===== config.mk =====
export PLATFORM = sky130hd
export DESIGN_NAME = dmem_arbiter
export DESIGN_NICKNAME = d
export VERILOG_FILES = /design/src/rtl/dmem_arbiter.sv
export SDC_FILE = /design/constraint.sdc
export NUM_CORES = 1
export LEC_CHECK = 0
export BUFFER_PORTS_ARGS = -buffer_cell sky130_fd_sc_hd__buf_2
export CAP_MARGIN = 0
export CORE_MARGIN = 2
export CORE_UTILIZATION = 48
export CTS_BUF_LIST = sky130_fd_sc_hd__clkbuf_8
export DETAILED_ROUTE_END_ITERATION = 8
export PLACE_DENSITY = 0.88
export SYNTH_ARGS = -nofsm -noshare
export SYNTH_HDL_FRONTEND = slang
export SYNTH_SLANG_ARGS = --single-unit

===== constraint.sdc =====
create_clock -name clk -period 2.51 [get_ports clk]
set_input_delay 0.502 -clock clk [delete_from_list [all_inputs] [get_ports clk]]
set_output_delay 0.502 -clock clk [all_outputs]
set_load 0.1 [all_outputs]

===== src/rtl/dmem_arbiter.sv =====
// dmem_arbiter: two-port round-robin sequencer in front of the
// single-ported data_memory; one access at a time, one-cycle ack.
module dmem_arbiter #(
  parameter int ADDR_W      = 32,
  parameter int DATA_W      = 32,
  parameter int MEM_LATENCY = 2
) (
  input  logic              clk,
  input  logic              rst,
  input  logic              req0,
  input  logic              we0,
  input  logic [ADDR_W-1:0] addr0,
  input  logic [DATA_W-1:0] wdata0,
  output logic              ack0,
  input  logic              req1,
  input  logic              we1,
  input  logic [ADDR_W-1:0] addr1,
  input  logic [DATA_W-1:0] wdata1,
  output logic              ack1,
  output logic [DATA_W-1:0] rdata,
  output logic              err,
  output logic [ADDR_W-1:0] mem_addr,
  output logic              mem_read,
  output logic              mem_write,
  output logic [DATA_W-1:0] mem_wdata,
  input  logic [DATA_W-1:0] mem_rdata,
  output logic              busy
);

  typedef enum logic [1:0] {
    IDLE,
    ACCESS,
    DONE
  } state_t;

  typedef struct packed {
    logic              id;
    logic              we;
    logic [ADDR_W-1:0] addr;
    logic [DATA_W-1:0] wdata;
  } req_t;

  localparam logic [3:0] CNT_INIT = 4'(MEM_LATENCY - 1);

  state_t            state, state_n;
  req_t              lat, lat_n;
  req_t              pick;
  logic              last_grant, last_grant_n;
  logic              gnt;
  logic [3:0]        cnt, cnt_n;
  logic              err_flag, err_flag_n;
  logic [DATA_W-1:0] rdata_q, rdata_n;
  logic              rd_q, rd_n;
  logic              wr_q, wr_n;
  logic              ack0_q, ack0_n;
  logic              ack1_q, ack1_n;
  logic              err_q, err_n;

  // Tie goes to the port that did not win last time.
  always_comb begin
    gnt = 1'b0;
    if (req0 && req1) gnt = ~last_grant;
    else              gnt = req1;
  end

  always_comb begin
    pick.id    = gnt;
    pick.we    = gnt ? we1    : we0;
    pick.addr  = gnt ? addr1  : addr0;
    pick.wdata = gnt ? wdata1 : wdata0;
  end

  always_comb begin
    state_n      = state;
    lat_n        = lat;
    last_grant_n = last_grant;
    cnt_n        = cnt;
    err_flag_n   = err_flag;
    rdata_n      = rdata_q;
    rd_n         = 1'b0;
    wr_n         = 1'b0;
    ack0_n       = 1'b0;
    ack1_n       = 1'b0;
    err_n        = 1'b0;
    unique case (state)
      IDLE: begin
        if (req0 || req1) begin
          lat_n        = pick;
          last_grant_n = gnt;
          if (pick.addr[1:0] != 2'b00) begin
            err_flag_n = 1'b1;
            rdata_n    = '0;
            ack0_n     = ~gnt;
            ack1_n     = gnt;
            err_n      = 1'b1;
            state_n    = DONE;
          end else begin
            err_flag_n = 1'b0;
            cnt_n      = CNT_INIT;
            rd_n       = ~pick.we;
            wr_n       = pick.we;
            state_n    = ACCESS;
          end
        end
      end
      ACCESS: begin
        if (cnt != 4'd0) begin
          cnt_n = cnt - 4'd1;
          rd_n  = ~lat.we;
          wr_n  = lat.we;
        end else begin
          rdata_n = lat.we ? '0 : mem_rdata;
          ack0_n  = ~lat.id;
          ack1_n  = lat.id;
          err_n   = err_flag;
          state_n = DONE;
        end
      end
      DONE: begin
        state_n = IDLE;
      end
      default: begin
        state_n = IDLE;
      end
    endcase
  end

  // Reset drops strobes at once, aborting any access without an ack.
  always_ff @(posedge clk or negedge rst) begin
    if (!rst) begin
      state      <= IDLE;
      lat        <= '0;
      last_grant <= 1'b1;
      cnt        <= 4'd0;
      err_flag   <= 1'b0;
      rdata_q    <= '0;
      rd_q       <= 1'b0;
      wr_q       <= 1'b0;
      ack0_q     <= 1'b0;
      ack1_q     <= 1'b0;
      err_q      <= 1'b0;
    end else begin
      state      <= state_n;
      lat        <= lat_n;
      last_grant <= last_grant_n;
      cnt        <= cnt_n;
      err_flag   <= err_flag_n;
      rdata_q    <= rdata_n;
      rd_q       <= rd_n;
      wr_q       <= wr_n;
      ack0_q     <= ack0_n;
      ack1_q     <= ack1_n;
      err_q      <= err_n;
    end
  end

  assign ack0      = ack0_q;
  assign ack1      = ack1_q;
  assign err       = err_q;
  assign rdata     = rdata_q;
  assign mem_addr  = lat.addr;
  assign mem_wdata = lat.wdata;
  assign mem_read  = rd_q;
  assign mem_write = wr_q;
  assign busy      = (state != IDLE);

endmodule


==> After elaboration in Yosys (flattened, before gate mapping) <==
Index checks and enable logic that the tools add are counted.
{ "word_totals": {"reg_bits": 111, "out_inout_bits": 102} }
{ "classes": {"n_addsub": 1, "n_eq_ne": 6, "muxes": 37, "bitwise_logic": 5, "n_reduce_logical": 11} }
{ "op_table": {"columns": ["cell", "count"], "rows": [
  ["$mux 32", 6],
  ["$pmux 32 s2", 1],
  ["$mux 1", 17],
  ["$mux 4", 3],
  ["$ne 2x2->1 const B", 5],
  ["$pmux 1 s2", 5],
  ["$pmux 4 s2", 1],
  ["$reduce_and 4->1", 2],
  ["$mux 2", 3],
  ["$reduce_bool 2->1", 3],
  ["$not 1->1", 5],
  ["$pmux 2 s2", 1],
  ["$reduce_and 2->1", 2],
  ["$reduce_bool 4->1", 1],
  ["$sub 4x1->4 const B", 1],
  ["$eq 2x1->1 const B", 1],
  ["$logic_not 2->1", 1],
  ["$logic_and 1x1->1", 1],
  ["$logic_or 1x1->1", 1]
]} }

==> Logic depth before layout (Yosys ltp) <==
Gate-level depths: netlist of the first run.
{ "depth": {"word_depth": 7, "ltp_mapped": 7, "depth_no_buf": 6} }

==> Least setup slack after synthesis of the first run <==
OpenSTA, ideal clock, no wires.
{ "synth_timing": {"kind": "reg-to-reg", "start": "reg state[0]", "end": "reg cnt[1]", "setup_ns": 0.125, "arrival_ns": 1.853, "slack_ns": 0.532, "path_stages_with_launch": 6, "path_cell_list": "dfrtp_1 > nor2_1 > inv_1 > nor2_2 > o22ai_1 > mux2_2"} }
{ "synth_via": {"elab_chain_cells": 3, "elab_cells_between_ends": 8, "cone_classes": "eq/ne: 4; mux: 1; reduce/logical: 3"} }
{ "synth_lines": {"columns": ["item", "line", "rtl"], "rows": [
  ["from (decl)", "45", "state_t state, state_n;"],
  ["from (signal assigned)", "143", "state <= state_n;"],
  ["$eq 2x1->1 / $logic_not 2->1 (equally long branches)", "85", "unique case (state)"],
  ["$ne 2x2->1 (no line) / $reduce_bool 2->1 (equally long branches)", null, null],
  ["$reduce_and 4->1 (no line)", null, null],
  ["to (signal assigned)", "146", "cnt <= cnt_n;"],
  ["to (decl)", "50", "logic [3:0] cnt, cnt_n;"]
]} }
Several ways; a longest one is shown, not always the timed one.
A chain may end at the register's enable or synchronous reset.

==> Worst setup path after layout of the first run <==
{ "layout_timing": {"start": "reg state[0]", "end": "out busy"} }
{ "layout_via": {"elab_chain_cells": 1} }
{ "layout_lines": {"columns": ["item", "line", "rtl"], "rows": [
  ["$reduce_bool 2->1", "165", "assign busy = (state != IDLE);"],
  ["to (decl)", "27", "output logic busy"]
]} }
No other way between the ends.

==> insert_results.sql, run 1 <==
INSERT INTO impl_metrics (metric_group, metric, value, unit) VALUES
('grt', 'global_route_wire_length_before_repair', '19.89', 'mm'),
('setup_path', 'worst-path-max-fanout', '5', ''),
('timing', 'max_slew.worst_pin.slew', '0.5583', 'ns'),
('timing', 'final.min_clock_period', '2.144', 'ns'),
('drt', 'iteration_0_drc_count_of_the_detailed_router', '192', ''),
('final_layout', 'layoutNonFillerInstCount', '888', ''),
('final_layout', 'finalCoreUtilization', '59.33', '%'),
('grt', 'antenna_found_initial', '0', ''),
('clock_network', 'numCtsBuffers', '9', ''),
('timing', 'timing.final.setup_violations', '0', ''),
('die', 'fp.dieW', '111.2', 'um'),
('final_layout', 'seq_cell_area', '2779', 'sq um'),
('clock_network', 'clkLatencyLatePin', '0.36', 'ns'),
('die', 'core-area', '11320', 'sq um'),
('setup_path', 'crit_type', 'flop to output port', ''),
('yosys', 'synth_commonest_cells', 'dfrtp_1 (110), nand2_1 (102), mux2i_1 (98), buf_4 (68), o21ai_0 (68)', ''),
('clock_network', 'tritoncts_clock_tree', 'built', ''),
('timing', 'whs', '0.07162', 'ns'),
('setup_path', 'critical_path_arrival', '1.64', 'ns'),
('setup_path', 'worst-endpoint-required', '2.01', 'ns'),
('grt', 'grt.total_usage', '19.91', '%'),
('final_layout', 'layout-area-overhead-vs-synth', '21.72', '%'),
('clock_network', 'cts-root-to-sink-buffers', '2', ''),
('timing', 'rsz0062_at_grt', 'no', ''),
('place', 'globalplace.congestion', '0.8537', ''),
('drt', 'met1_wirelength', '4.950', 'mm'),
('grt', 'global_route.overflow_total', '0', ''),
('clock_network', 'clock_tree.root_cell', 'clkbuf_8', ''),
('yosys', 'postSynthRegisterBits', '111', ''),
('die', 'die-area', '12370', 'sq um'),
('place', 'dp.final_hpwl', '9.493', 'mm'),
('run_status', 'status', 'complete, no violations', ''),
('clock_network', 'resized_gates_after_cts', '0', ''),
('yosys', 'syn-instance-count', '547', ''),
('clock_network', 'clkSlewWorstSetupHoldPaths', '0.11', 'ns'),
('die', 'die_h', '111.2', 'um'),
('die', 'floorplan.io_pins', '268', ''),
('drt', 'post_drt_via_cell_ratio', '4.783', ''),
('place', 'io_buffer_count', '267', ''),
('final_layout', 'multi_input_area', '1977', 'sq um'),
('grt', 'grt_max_degree', '89', ''),
('clock_network', 'ctsHoldBuffers', '0', ''),
('yosys', 'synth_largest_type_area_fraction', '49.89', '%'),
('drt', 'wl_per_cell', '13.82', 'um'),
('flow_run', 'drv.max_cap_violation_count', '0', ''),
('timing', 'final_max_slew_viols', '0', ''),
('drt', 'number_of_vias_after_detailed_routing', '4247', ''),
('final_layout', 'final_net_count', '908', ''),
('timing', 'hold_violations', '0', ''),
('place', 'placedCellCount', '872', ''),
('yosys', 'asyncSetResetFlopFracSynth', '100.0', '%'),
('yosys', 'synth_ff_type', 'dfrtp_1', ''),
('drt', 'finalWirelength', '12.27', 'mm'),
('drt', 'post-route-drc-count', '0', ''),
('final_layout', 'antennaDiodeCount', '0', ''),
('drt', 'detail-route-antenna-nets', '0', ''),
('yosys', 'yosysWarningCount', '0', ''),
('die', 'floorplan.rows', '39', ''),
('timing', 'period_share', '85.43', '%'),
('grt', 'grt_pass1_vias', '4263', ''),
('yosys', 'netlist_area', '5518', 'sq um'),
('clock_network', 'htreeDepth', '3', ''),
('timing', 'total_neg_setup_slack', '0', 'ns'),
('clock_network', 'cts.repair_timing.setup_buffer_count', '0', ''),
('drt', 'dr.pass1.iters', '4', ''),
('drt', 'wl_met2', '6.171', 'mm'),
('yosys', 'ys_top_cells_by_area', 'dfrtp_1 (50%), mux2i_1 (18%), buf_4 (9.3%)', ''),
('min_path', 'worst_hold_path_type', 'input pin to asynchronous set/reset pin', ''),
('drt', 'highest-signal-layer', 'met4', ''),
('timing', 'achievable-frequency', '466.4', 'MHz'),
('yosys', 'synth_enable_flop_cells', '0', '');
-- final cells by class --
cell class              count  share of cell area (%)
repair buffers            274                   21.27
clock buffers              10                   2.049
inverters                  41                   2.291
flip-flops and latches    111                   41.37
multi-input cells         303                   29.43
well taps                 143                   2.664
clock inverters             6                  0.9128
-- through the flow --
stage | setup slack, ns | area [sq um]
after floorplan | 0.5324 | 5518
after global placement | 0.5121 | 6518
after detailed placement | 0.4291 | 6518
after CTS | 0.3539 | 6716
after global routing | 0.2531 | 6716
final | 0.3658 | 6716
-- routing by layer --
metal / global-route usage (%) / vias to the layer above
met5: 0 / -
met4: 8.724 / 0
met3: 4.265 / 21
met2: 34.96 / 165
met1: 23.48 / 1953
li1: - / 2108
-- flip-flops by register name, indices dropped and copies added (netlist names) --
register and cells:
mem_addr 32, err_flag 1, state 2, ack0 1, cnt 4, rdata 32
mem_wdata 32, last_grant 1, lat 2, mem_read 1, ack1 1, mem_write 1
err 1
-- final timing paths --
path	startpoint	end	slack (ns)	cells past startpoint
min in group clk	mem_rdata[23]	rdata[23]	0.36	3
max in group asynchronous	rst	mem_addr[21]	1.74	2
worst min-delay path	rst	rdata[29]	0.07	1
worst min register to register	lat[65]	ack0	0.48	1
worst max register to register	cnt[0]	rdata[2]	0.44	7
worst max-delay path	state[0]	busy	0.37	3
-- worst max-delay path, cell delays in order, from the launching register on --
cell     delay (ns)
dfrtp_1        0.42
nor2_1         0.36
inv_1          0.16
buf_2          0.33
-- cells by family after synthesis --
family	Yosys count	synth area share [%]
flops	111	50.36
buf+inv	133	14.26
mux	100	18.25
compound gates	82	8.186
fa+ha+maj	2	0.4534
simple gates	119	8.481
-- cell usage in the layout, fill, tap and decap left out, types with 2 or more instances in the layout --
master	n
dfrtp_1	110
buf_2	266
clkinv_4	2
clkbuf_8	10
nor2_1	8
nor2_2	2
buf_4	5
inv_1	42
mux2i_1	98
clkinv_2	2
o22ai_1	2
buf_12	3
nand2_1	102
a21o_1	2
o21ai_0	68
ha_1	2
a21oi_1	4
Power of run 1 is left out: the tool's default activity adds up to more than one toggle a clock period on the data nets, which glitch-free logic cannot reach.
==> run 2, diff against run 1 <==
--- a/config.mk
+++ b/config.mk
@@ -8,10 +8,11 @@
 export BUFFER_PORTS_ARGS = -buffer_cell sky130_fd_sc_hd__buf_2
 export CAP_MARGIN = 0
 export CORE_MARGIN = 2
-export CORE_UTILIZATION = 48
+export CORE_UTILIZATION = 52
 export CTS_BUF_LIST = sky130_fd_sc_hd__clkbuf_8
 export DETAILED_ROUTE_END_ITERATION = 8
-export PLACE_DENSITY = 0.88
+export PLACE_DENSITY = 0.94
+export SKIP_CTS_REPAIR_TIMING = 1
 export SYNTH_ARGS = -nofsm -noshare
 export SYNTH_HDL_FRONTEND = slang
 export SYNTH_SLANG_ARGS = --single-unit
==> constraint.sdc (replaced) <==
create_clock -name clk -period 2.8 [get_ports clk]
set_input_delay 0.56 -clock clk [delete_from_list [all_inputs] [get_ports clk]]
set_output_delay 0.56 -clock clk [all_outputs]
set_load 0.1 [all_outputs]
==> insert_results.sql, run 2 (same netlist as run 1, synthesis figures left out) <==
INSERT INTO impl_metrics (metric_group, metric, value, unit) VALUES
('drt', 'wl_per_cell', '14.28', 'um'),
('final_layout', 'antennaDiodeCount', '0', ''),
('timing', 'clock_skew', '0.01175', 'ns'),
('final_layout', 'final_net_count', '909', ''),
('setup_path', 'path_cells', 'inv_1 > ha_1 > or3b_1 > nor2_1 > o2bb2ai_4 > mux2i_1', ''),
('die', 'floorplan.rows', '37', ''),
('grt', 'global_route_wire_length_before_repair', '19.67', 'mm'),
('setup_path', 'timing.critical_path.slowest_stage_cell', 'o2bb2ai_4', ''),
('die', 'die-area', '11450', 'sq um'),
('grt', 'grt.total_usage', '21.89', '%'),
('clock_network', 'clkLatencyLatePin', '0.37', 'ns'),
('clock_network', 'numCtsBuffers', '9', ''),
('setup_path', 'timing.critical_path.to_type', 'flop', ''),
('final_layout', 'most_used_cells_in_the_layout_excluding_fill_and_tap_cells', 'buf_2 (266), dfrtp_1 (110), nand2_1 (102), mux2i_1 (98), o21ai_0 (68)', ''),
('final_layout', 'layout-area-overhead-vs-synth', '21.50', '%'),
('timing', 'achievable-frequency', '439.4', 'MHz'),
('clock_network', 'tritoncts_clock_tree', 'built', ''),
('setup_path', 'timing.critical_path.from', 'cnt[0]', ''),
('die', 'floorplan.io_pins', '268', ''),
('timing', 'timing.final.setup_violations', '0', ''),
('timing', 'final_max_slew_viols', '0', ''),
('clock_network', 'clock_tree.root_cell', 'clkbuf_8', ''),
('die', 'fp.dieW', '107.0', 'um'),
('final_layout', 'drive_gt1_share', '40.21', '%'),
('grt', 'antenna_found_initial', '0', ''),
('drt', 'dr.pass1.iters', '4', ''),
('clock_network', 'htreeDepth', '3', ''),
('setup_path', 'critical_path_s_largest_stage_delay', '0.94', 'ns'),
('grt', 'global_route.overflow_total', '0', ''),
('clock_network', 'tritoncts_num_sinks', '111', ''),
('setup_path', 'worst-endpoint-required', '3.08', 'ns'),
('final_layout', 'final.fill_count', '805', ''),
('flow_run', 'drv.max_cap_violation_count', '0', ''),
('setup_path', 'worst-path-max-fanout', '33', ''),
('place', 'io_buffer_count', '267', ''),
('place', 'dp.final_hpwl', '9.700', 'mm'),
('grt', 'grt_max_degree', '79', ''),
('clock_network', 'cts-root-to-sink-buffers', '2', ''),
('timing', 'whs', '0.1449', 'ns'),
('final_layout', 'layout_commonest_cell', 'buf_2', ''),
('die', 'floorplan.initialDensity', '53.45', '%'),
('timing', 'total_neg_setup_slack', '0', 'ns'),
('setup_path', 'regToRegSetupSlack', '0.52', 'ns'),
('drt', 'finalWirelength', '12.60', 'mm'),
('place', 'globalplace.congestion', '0.8014', ''),
('timing', 'final.min_clock_period', '2.276', 'ns'),
('drt', 'iteration_0_drc_count_of_the_detailed_router', '225', ''),
('drt', 'post-route-drc-count', '0', ''),
('timing', 'hold_violations', '0', ''),
('setup_path', 'worstSetupStartpointType', 'flop', ''),
('min_path', 'worst_hold_path_type', 'input pin to asynchronous set/reset pin', ''),
('drt', 'detail-route-antenna-nets', '0', ''),
('die', 'die_h', '107.0', 'um'),
('grt', 'grt_pass1_vias', '4122', ''),
('die', 'core-area', '10320', 'sq um'),
('setup_path', 'critical_path_arrival', '2.56', 'ns'),
('setup_path', 'worstReg2RegStart', 'cnt[0]', ''),
('drt', 'post_drt_via_cell_ratio', '4.873', ''),
('timing', 'rsz0062_at_grt', 'no', ''),
('drt', 'number_of_vias_after_detailed_routing', '4298', ''),
('timing', 'slew_headroom', '21.15', '%'),
('timing', 'period_share', '81.27', '%'),
('timing', 'max_slew.worst_pin.slew', '1.181', 'ns'),
('setup_path', 'crit_type', 'flop to flop', ''),
('clock_network', 'clkSlewWorstSetupHoldPaths', '0.10', 'ns'),
('run_status', 'status', 'complete, no violations', '');
-- run 2: area by class of cell --
| type | count | area [sq um] | share of cell area, % |
|---|---|---|---|
| sequential | 111 | 2779 | 41.45 |
| clock inverter | 6 | 50.05 | 0.7465 |
| inverter | 41 | 153.9 | 2.296 |
| multi-input combinational | 303 | 1977 | 29.49 |
| tap | 136 | 170.2 | 2.538 |
| clock buffer | 10 | 137.6 | 2.053 |
| timing repair buffer | 275 | 1436 | 21.43 |
-- run 2: layer usage --
layer	up-vias	wire length, um	track usage (%)
met1	1997	4950	25.53
met2	180	6661	40.86
met4	0	122	5.844
li1	2107	-	-
met5	-	0	0
met3	14	862	4.316
-- run 2: worst paths after layout --
path,to,cells past startpoint
setup / recovery,rdata[29],6
hold / removal,rdata[22],1
setup reg to reg,rdata[29],6
hold reg to reg,mem_wdata[16],2
max in group asynchronous,last_grant,2
min in group clk,rdata[4],3
-- run 2: through the flow --
step / cell area, sq um / worst slack (ns) / util [%] / instances
final: 6704 / 0.5243 / 64.94 / 882
after global routing: 6704 / 0.3667 / 64.94 / 882
after CTS: 6704 / 0.5234 / 64.94 / 882
after detailed placement: 6516 / 0.5282 / 63.12 / 866
after global placement: 6516 / 0.6150 / 63.12 / 866
after floorplan: 5518 / 0.8224 / - / 547
-- run 2: worst max-delay path, delay by kind of cell, from the launching register on --
family / cells / cell delay (ns)
compound gates: 1 / 0.94
fa+ha+maj: 1 / 0.22
buf+inv: 1 / 0.08
flops: 1 / 0.35
mux: 1 / 0.29
simple gates: 2 / 0.31
Power of run 2 is left out for the same reason.
